$ cat config.mk
export PLATFORM = sky130hd
export DESIGN_NAME = rc4_ksa_engine
export DESIGN_NICKNAME = d
export VERILOG_FILES = /design/src/rtl/rc4_ksa_engine.sv
export SDC_FILE = /design/constraint.sdc
export NUM_CORES = 1
export LEC_CHECK = 0
export ABC_AREA = 0
export ABC_CLOCK_PERIOD_IN_PS = 7900
export BUFFER_PORTS_ARGS = -buffer_cell sky130_fd_sc_hd__buf_4
export CAP_MARGIN = 20
export CORE_AREA = 8 8 101 103
export CTS_CLUSTER_DIAMETER = 40
export DETAILED_ROUTE_END_ITERATION = 16
export DIE_AREA = 0 0 109 111
export PLACE_DENSITY_LB_ADDON = 0.3
export SLEW_MARGIN = 20
export SYNTH_ARGS = -nofsm -noshare
export SYNTH_HDL_FRONTEND = slang
export SYNTH_SLANG_ARGS = --single-unit
$ cat constraint.sdc
create_clock -name clock -period 7.9 [get_ports clock]
set_input_delay 0.79 -clock clock [delete_from_list [all_inputs] [get_ports clock]]
set_output_delay 0.79 -clock clock [all_outputs]
set_load 0.03 [all_outputs]
$ cat src/rtl/rc4_ksa_engine.sv
// RC4 key-scheduling engine driving an external synchronous table RAM (s[] of depth 2^ADDR_W).
// Define KSA_INIT_EN to include the INIT pass that writes s[i]=i before the schedule runs.
module rc4_ksa_engine #(
  parameter int ADDR_W    = 8,
  parameter int KEY_BYTES = 3
) (
  input  logic                   clock,
  input  logic                   reset_n,
  input  logic                   start,
  input  logic [8*KEY_BYTES-1:0] secret_key,
  input  logic [ADDR_W-1:0]      q,
  output logic [ADDR_W-1:0]      address,
  output logic [ADDR_W-1:0]      data,
  output logic                   wren,
  output logic                   busy,
  output logic                   finish
);

  localparam int              KW     = (KEY_BYTES > 1) ? $clog2(KEY_BYTES) : 1;
  localparam logic [KW-1:0]   K_LAST = KW'(KEY_BYTES - 1);
  localparam logic [ADDR_W-1:0] I_LAST = '1;

  typedef enum logic [3:0] {
    IDLE,
`ifdef KSA_INIT_EN
    INIT,
`endif
    RD_SI,
    LT_SI,
    CALC_J,
    RD_SJ,
    LT_SJ,
    WR_I,
    WR_J,
    NEXT,
    DONE
  } state_t;

  state_t                 state_q, state_d;
  logic [ADDR_W-1:0]      i_q, i_d;
  logic [ADDR_W-1:0]      j_q, j_d;
  logic [ADDR_W-1:0]      si_q, si_d;
  logic [ADDR_W-1:0]      sj_q, sj_d;
  logic [KW-1:0]          keyIdx_q, keyIdx_d;
  logic [8*KEY_BYTES-1:0] key_q, key_d;

  // Byte 0 of the key is the most significant byte of the captured key word.
  logic [7:0]        keyBytes [KEY_BYTES];
  logic [7:0]        keyByte;
  logic [ADDR_W-1:0] keyAdd;

  for (genvar b = 0; b < KEY_BYTES; b++) begin : g_keyBytes
    assign keyBytes[b] = key_q[8*(KEY_BYTES-b)-1 -: 8];
  end

  assign keyByte = keyBytes[keyIdx_q];

  if (ADDR_W <= 8) begin : g_keyNarrow
    assign keyAdd = keyByte[ADDR_W-1:0];
  end else begin : g_keyWide
    assign keyAdd = {{(ADDR_W-8){1'b0}}, keyByte};
  end

  always_ff @(posedge clock or negedge reset_n) begin
    if (!reset_n) begin
      state_q <= IDLE;
    end else begin
      state_q <= state_d;
    end
  end

  always_comb begin
    state_d = state_q;
    case (state_q)
      IDLE: begin
        if (start) begin
`ifdef KSA_INIT_EN
          state_d = INIT;
`else
          state_d = RD_SI;
`endif
        end
      end
`ifdef KSA_INIT_EN
      INIT:    if (i_q == I_LAST) state_d = RD_SI;
`endif
      RD_SI:   state_d = LT_SI;
      LT_SI:   state_d = CALC_J;
      CALC_J:  state_d = RD_SJ;
      RD_SJ:   state_d = LT_SJ;
      LT_SJ:   state_d = WR_I;
      WR_I:    state_d = WR_J;
      WR_J:    state_d = NEXT;
      NEXT:    state_d = (i_q == I_LAST) ? DONE : RD_SI;
      DONE:    state_d = IDLE;
      default: state_d = IDLE;
    endcase
  end

  always_ff @(posedge clock or negedge reset_n) begin
    if (!reset_n) begin
      i_q      <= '0;
      j_q      <= '0;
      si_q     <= '0;
      sj_q     <= '0;
      keyIdx_q <= '0;
      key_q    <= '0;
    end else begin
      i_q      <= i_d;
      j_q      <= j_d;
      si_q     <= si_d;
      sj_q     <= sj_d;
      keyIdx_q <= keyIdx_d;
      key_q    <= key_d;
    end
  end

  // i wraps naturally at N-1, so it is already 0 when INIT hands over and when the run ends.
  always_comb begin
    i_d      = i_q;
    j_d      = j_q;
    si_d     = si_q;
    sj_d     = sj_q;
    keyIdx_d = keyIdx_q;
    key_d    = key_q;
    case (state_q)
      IDLE: begin
        if (start) begin
          key_d    = secret_key;
          i_d      = '0;
          j_d      = '0;
          keyIdx_d = '0;
        end
      end
`ifdef KSA_INIT_EN
      INIT:    i_d = i_q + ADDR_W'(1);
`endif
      LT_SI:   si_d = q;
      CALC_J:  j_d = j_q + si_q + keyAdd;
      LT_SJ:   sj_d = q;
      NEXT: begin
        i_d      = i_q + ADDR_W'(1);
        keyIdx_d = (keyIdx_q == K_LAST) ? '0 : keyIdx_q + KW'(1);
      end
      default: ;
    endcase
  end

  // Read states hold the address for two cycles so q is valid in the latch state.
  always_comb begin
    address = '0;
    data    = '0;
    wren    = 1'b0;
    busy    = (state_q != IDLE);
    finish  = (state_q == DONE);
    case (state_q)
`ifdef KSA_INIT_EN
      INIT: begin
        address = i_q;
        data    = i_q;
        wren    = 1'b1;
      end
`endif
      RD_SI, LT_SI: address = i_q;
      RD_SJ, LT_SJ: address = j_q;
      WR_I: begin
        address = i_q;
        data    = sj_q;
        wren    = 1'b1;
      end
      WR_J: begin
        address = j_q;
        data    = si_q;
        wren    = 1'b1;
      end
      default: ;
    endcase
  end

endmodule

### Yosys cells after proc, flatten, opt, wreduce, memory -nomap -nowiden

Cells that the tools add are included.

| storage, ports and cells | value |
|---|---|
| flip-flop bits (word level) | 62 |
| logic and storage cells | 50 |
| output and inout port bits | 19 |

| operators by class | value |
|---|---|
| $lt $le $gt $ge | 1 |
| add/subtract/negate cells | 4 |
| eq/ne operators | 12 |
| reduce and logical (&&, ||, !) cells | 10 |
| bitwise operators | 1 |
| mux-type cells | 15 |

Operators with widths:

| cell | number |
|---|---|
| $pmux 8 s2 | 4 |
| $pmux 4 s9 | 1 |
| $mux 8 | 3 |
| $add 8x8->8 | 2 |
| $bmux 8 s2 | 1 |
| $eq 4x3->1 const B | 4 |
| $add 8x1->8 const B | 1 |
| $eq 4x2->1 const B | 2 |
| $eq 4x4->1 const B | 2 |
| $eq 8x8->1 const B | 1 |
| $mux 4 | 2 |
| $reduce_and 2->1 | 3 |
| $reduce_or 3->1 | 2 |
| $eq 4x1->1 const B | 1 |
| $logic_not 4->1 | 1 |
| $mux 2 | 2 |
| $pmux 2 s2 | 1 |
| $reduce_bool 2->1 | 2 |
| $reduce_bool 4->1 | 1 |
| $ge 3x3->1 const B | 1 |
| $not 2->3 | 1 |
| $add 2x1->2 const B | 1 |
| $eq 2x2->1 const B | 1 |
| $ne 2x2->1 const B | 1 |
| other kinds (2) | 2 |

### Logic depth before layout (Yosys ltp)

| depth | value |
|---|---|
| word-level depth | 6 |
| mapped depth | 15 |

### Worst setup path before layout

No wires, ideal clock.

| path | value |
|---|---|
| kind | flip-flop to flip-flop |
| start | register keyIdx_q[0] |
| end | register j_q[7] |
| slack | 4.889 ns |
| cell stages (with the launch flop) | 16 |
| arrival time | 2.928 ns |
| period minus slack after synthesis | 3.011 ns |
| required time | 7.817 ns |
| cells stage by stage | dfrtp_1 > clkbuf_1 > nor2b_1 > clkbuf_1 > nand2_1 > o21ai_0 > fa_1 > ha_1 > inv_1 > fa_1 > inv_1 > a21o_1 > a211o_1 > xnor2_1 > or3_1 > o21ai_0 |

| on the way | value |
|---|---|
| longest elaborated chain between the ends | 6 |

Ends and longest elaborated chain:

| what | RTL line | RTL |
|---|---|---|
| from (decl) | 44 | `logic [KW-1:0] keyIdx_q, keyIdx_d;` |
| from (signal assigned) | 113 | `keyIdx_q <= keyIdx_d;` |
| $not 2->3 (implied by the code) | 56 | `assign keyByte = keyBytes[keyIdx_q];` |
| $bmux 8 s2 | 56 |  |
| $mux 8 (implied by the code) (2 in series) | 56 |  |
| $add 8x8->8 | 139 | `CALC_J: j_d = j_q + si_q + keyAdd;` |
| $pmux 8 s2 | 126 | `case (state_q)` |
| to (signal assigned) | 110 | `j_q <= j_d;` |
| to (decl) | 41 | `logic [ADDR_W-1:0] j_q, j_d;` |

No other way between the ends. The select of a mux whose other input is x is not followed.
A chain may end at the register's enable or synchronous reset.

### Final worst setup path

| path | value |
|---|---|
| start | register keyIdx_q[1] |
| end | register j_q[7] |

The elaborated chain is that of the path after synthesis.

==> impl_metrics.csv <==
group,metric,value,unit
cells_and_area,post-route-util,0.477,
routing,firstDrtPassIters,7,
synthesis,synth_edf_count,0,
critical_path,cpPeakStageDelay,0.57,ns
power,switching_share,0.405,
cells_and_area,seq_area,1550,um2
flow_run,cap_viol_max_count,0,
routing,drtAntennaViolNets,0,
global_routing,grt_pass1_vias,2571,
worst_hold_path,hp-start,"sj_q[7]",
routing,finalWirelength,7.38,mm
critical_path,reg2reg_slack,4.58,ns
clock_network,postCtsSetupBuffers,0,
clock_network,clock_latency,0.34,ns
global_routing,grt_pass1_wl,12.5,mm
power,power.total,2.05,mW
sta,finalSetupViolCount,0,
sta,rsz0062_at_grt,"no",
global_routing,grt_max_degree,63,
sta,period_share,0.421,
synthesis,avgSynthCellArea,11.2,um2
sta,hold_viol,0,
synthesis,ys_warn_count,0,
routing,routedWlPerCell,16.1,um
clock_network,hold_buffers,0,
sta,worstMarginPinSlew,1.00,ns
critical_path,cp_max_fo,12,
critical_path,startpoint_type,"flop",
power,seq_power_share,0.318,
power,combPwrFrac,0.499,
critical_path,r2r_start,"keyIdx_q[1]",
power,p_int,1.22,mW
clock_network,clkSlewWorstSetupHoldPaths,0.08,ns
critical_path,crit_start,"keyIdx_q[1]",
cells_and_area,layout_common_cells,"62 x dfrtp_1, 53 x buf_4, 40 x mux2_2",
critical_path,critPathKind,"flop to flop",
cells_and_area,final_common_cell,"dfrtp_1",
routing,drt_iter0_drc,179,
synthesis,synth_cell_types,39,
global_routing,grt_overflow,0,
clock_network,post_cts_resized,0,
die,initial_utilization,0.395,
clock_network,h-tree-depth,3,
placed_design,dp_slack,4.63,ns
cells_and_area,multi_input_area,1690,um2
critical_path,critPathCaptureType,"flop",
placed_design,dp_hpwl,5.42,mm
die,rows,34,
synthesis,synthArstFlopShare,1.00,
power,p_switching,830,uW
clock_network,clock-root-buffer,"clkbuf_8",
routing,drc_errors,0,
worst_hold_path,min_path_type,"flop to flop",
critical_path,arrival,3.58,ns
clock_network,cts_tree,"done",
sta,worst_slack,4.58,ns
cells_and_area,layout-drive-gt1-share,0.322,
sta,slew_headroom,0.333,
placed_design,gp_congestion,0.791,
global_routing,grt_usage,0.128,
cells_and_area,n_fill_cell,781,
cells_and_area,syn_to_final_growth,20.7,%
power,total_leakage_power,1.86,nW
sta,slew_viol_final,0,
synthesis,synth.net_count,351,
power,ir_drop,0.198,mV
clock_network,cts-buffers-inserted,9,
clock_network,clk_path_buf_depth,2,
sta,timing.final.crit_period,3.32,ns
sta,fin_setup_tns,0,ns
synthesis,synth.cell_area,3380,um2
cells_and_area,n_antenna_cell,0,
synthesis,ys_seq_area_frac,0.459,
run_status,status,"complete, no violations",
die,die_w,109,um
sta,finClkSkew,0.0117,ns
routing,routed_via_density,5.28,
die,die_y,111,um
synthesis,synth_cells,301,
sta,timing.fmax,0.301,GHz
routing,vias,2425,
die,core_area,8550,um2
cells_and_area,layout.nets,396,
die,die_area,12100,um2
critical_path,crit_chain,"nor2b_1 -> nand2_1 -> o21ai_0 -> fa_1 -> ha_1 -> inv_1 -> fa_1 -> inv_1 -> a21o_1 -> a211o_1 -> xnor2_1 -> or3_1 -> o21ai_0",
power,clkPwrFrac,0.183,
placed_design,numPortBuffers,53,
clock_network,cts.sinks,62,
critical_path,crit_required,8.16,ns
synthesis,ys_ff_latch,62,
die,ioPinCount,54,
synthesis,synth-main-ff-cell,"dfrtp_1",
critical_path,cpMaxStageDelayCell,"dfrtp_1",
power,pwr_density_cell,502,nW/um2
global_routing,antenna_found_initial,0,
## area by class of cell
type,instances,share of cell area
repair buffers,53,0.0975
well taps,108,0.0331
clock buffers,10,0.0337
multi-input cells,211,0.414
flip-flops and latches,62,0.380
inverters,9,0.00828
clock inverters,6,0.0325
## registers in the layout, indices dropped and copies added (netlist names)
name and flops:
sj_q 8, i_q 8, state_q 4, keyBytes 24
j_q 8, si_q 8, keyIdx_q 2
## cells in the mapped netlist (2+ instances only)
cell / n / area [um2]
and3_1: 3 / 18.8
o21ai_0: 21 / 105
ha_1: 7 / 87.6
o31ai_1: 2 / 15.0
nand3_1: 13 / 65.1
and2_1: 2 / 12.5
inv_1: 9 / 33.8
clkbuf_1: 7 / 26.3
a222oi_1: 8 / 80.1
nor2_1: 21 / 78.8
nand2_1: 19 / 71.3
nand4_1: 3 / 18.8
xnor2_1: 5 / 43.8
a21oi_1: 3 / 15.0
o21ai_1: 4 / 20.0
a21o_1: 2 / 15.0
fa_1: 8 / 160
a22o_1: 10 / 87.6
buf_6: 2 / 22.5
mux2_2: 40 / 450
xor2_1: 5 / 43.8
mux2i_1: 17 / 170
buf_2: 8 / 40.0
dfrtp_1: 62 / 1550
nor2b_1: 5 / 31.3
buf_4: 2 / 15.0
## power by group through the flow
stage | sequential (mW) | clock, mW | combinational (mW)
2_1_floorplan | 0.561 | 0 | 0.864
3_3_place_gp | 0.654 | 0 | 0.987
3_5_place_dp | 0.656 | 0 | 1.03
4_1_cts | 0.651 | 0.384 | 1.04
5_1_grt | 0.679 | 0.397 | 1.14
6_report | 0.652 | 0.374 | 1.02
## worst paths after layout
path,end,cells past startpoint
max in group asynchronous,keyBytes[16],1
worst min-delay path,sj_q[7],1
worst min register to register,sj_q[7],1
worst max-delay path,j_q[7],13
worst max register to register,j_q[7],13
min in group asynchronous,sj_q[6],1
## metal layers
layer	wire (um)	vias up	track usage	part of all wire
met5	0	-	0	0
met4	71	0	0.0393	0.0096
met3	414	7	0.0401	0.056
met2	3690	59	0.203	0.50
met1	3200	1198	0.161	0.43
li1	-	1161	-	-
## stage by stage
step / instances / hold WS (ns) / instance area (um2)
after CTS: 459 / 0.512 / 4080
after global routing: 459 / 0.532 / 4080
after global placement: 443 / 0.488 / 3810
final: 459 / 0.508 / 4080
after floorplan: 301 / 0.479 / 3380
after detailed placement: 443 / 0.496 / 3810
## cell families (layout without fill, tap and decap cells)
family          after synthesis  count (layout)  share of synthesized area
simple gates                 75              75                      0.108
flops                        62              62                      0.459
mux                          57              57                      0.184
compound gates               54              54                      0.109
buf+inv                      28              78                     0.0407
fa+ha+maj                    15              15                     0.0733
xor+xnor                     10              10                     0.0259
## worst max-delay path: cells and delay by family (launching register included)
| kind | cells | cell delay [ns] |
|---|---|---|
| flops | 1 | 0.57 |
| simple gates | 3 | 0.88 |
| buf+inv | 2 | 0.13 |
| xor+xnor | 1 | 0.14 |
| compound gates | 4 | 0.64 |
| fa+ha+maj | 3 | 0.89 |
Note: power is estimated with default switching activity, not from simulation.
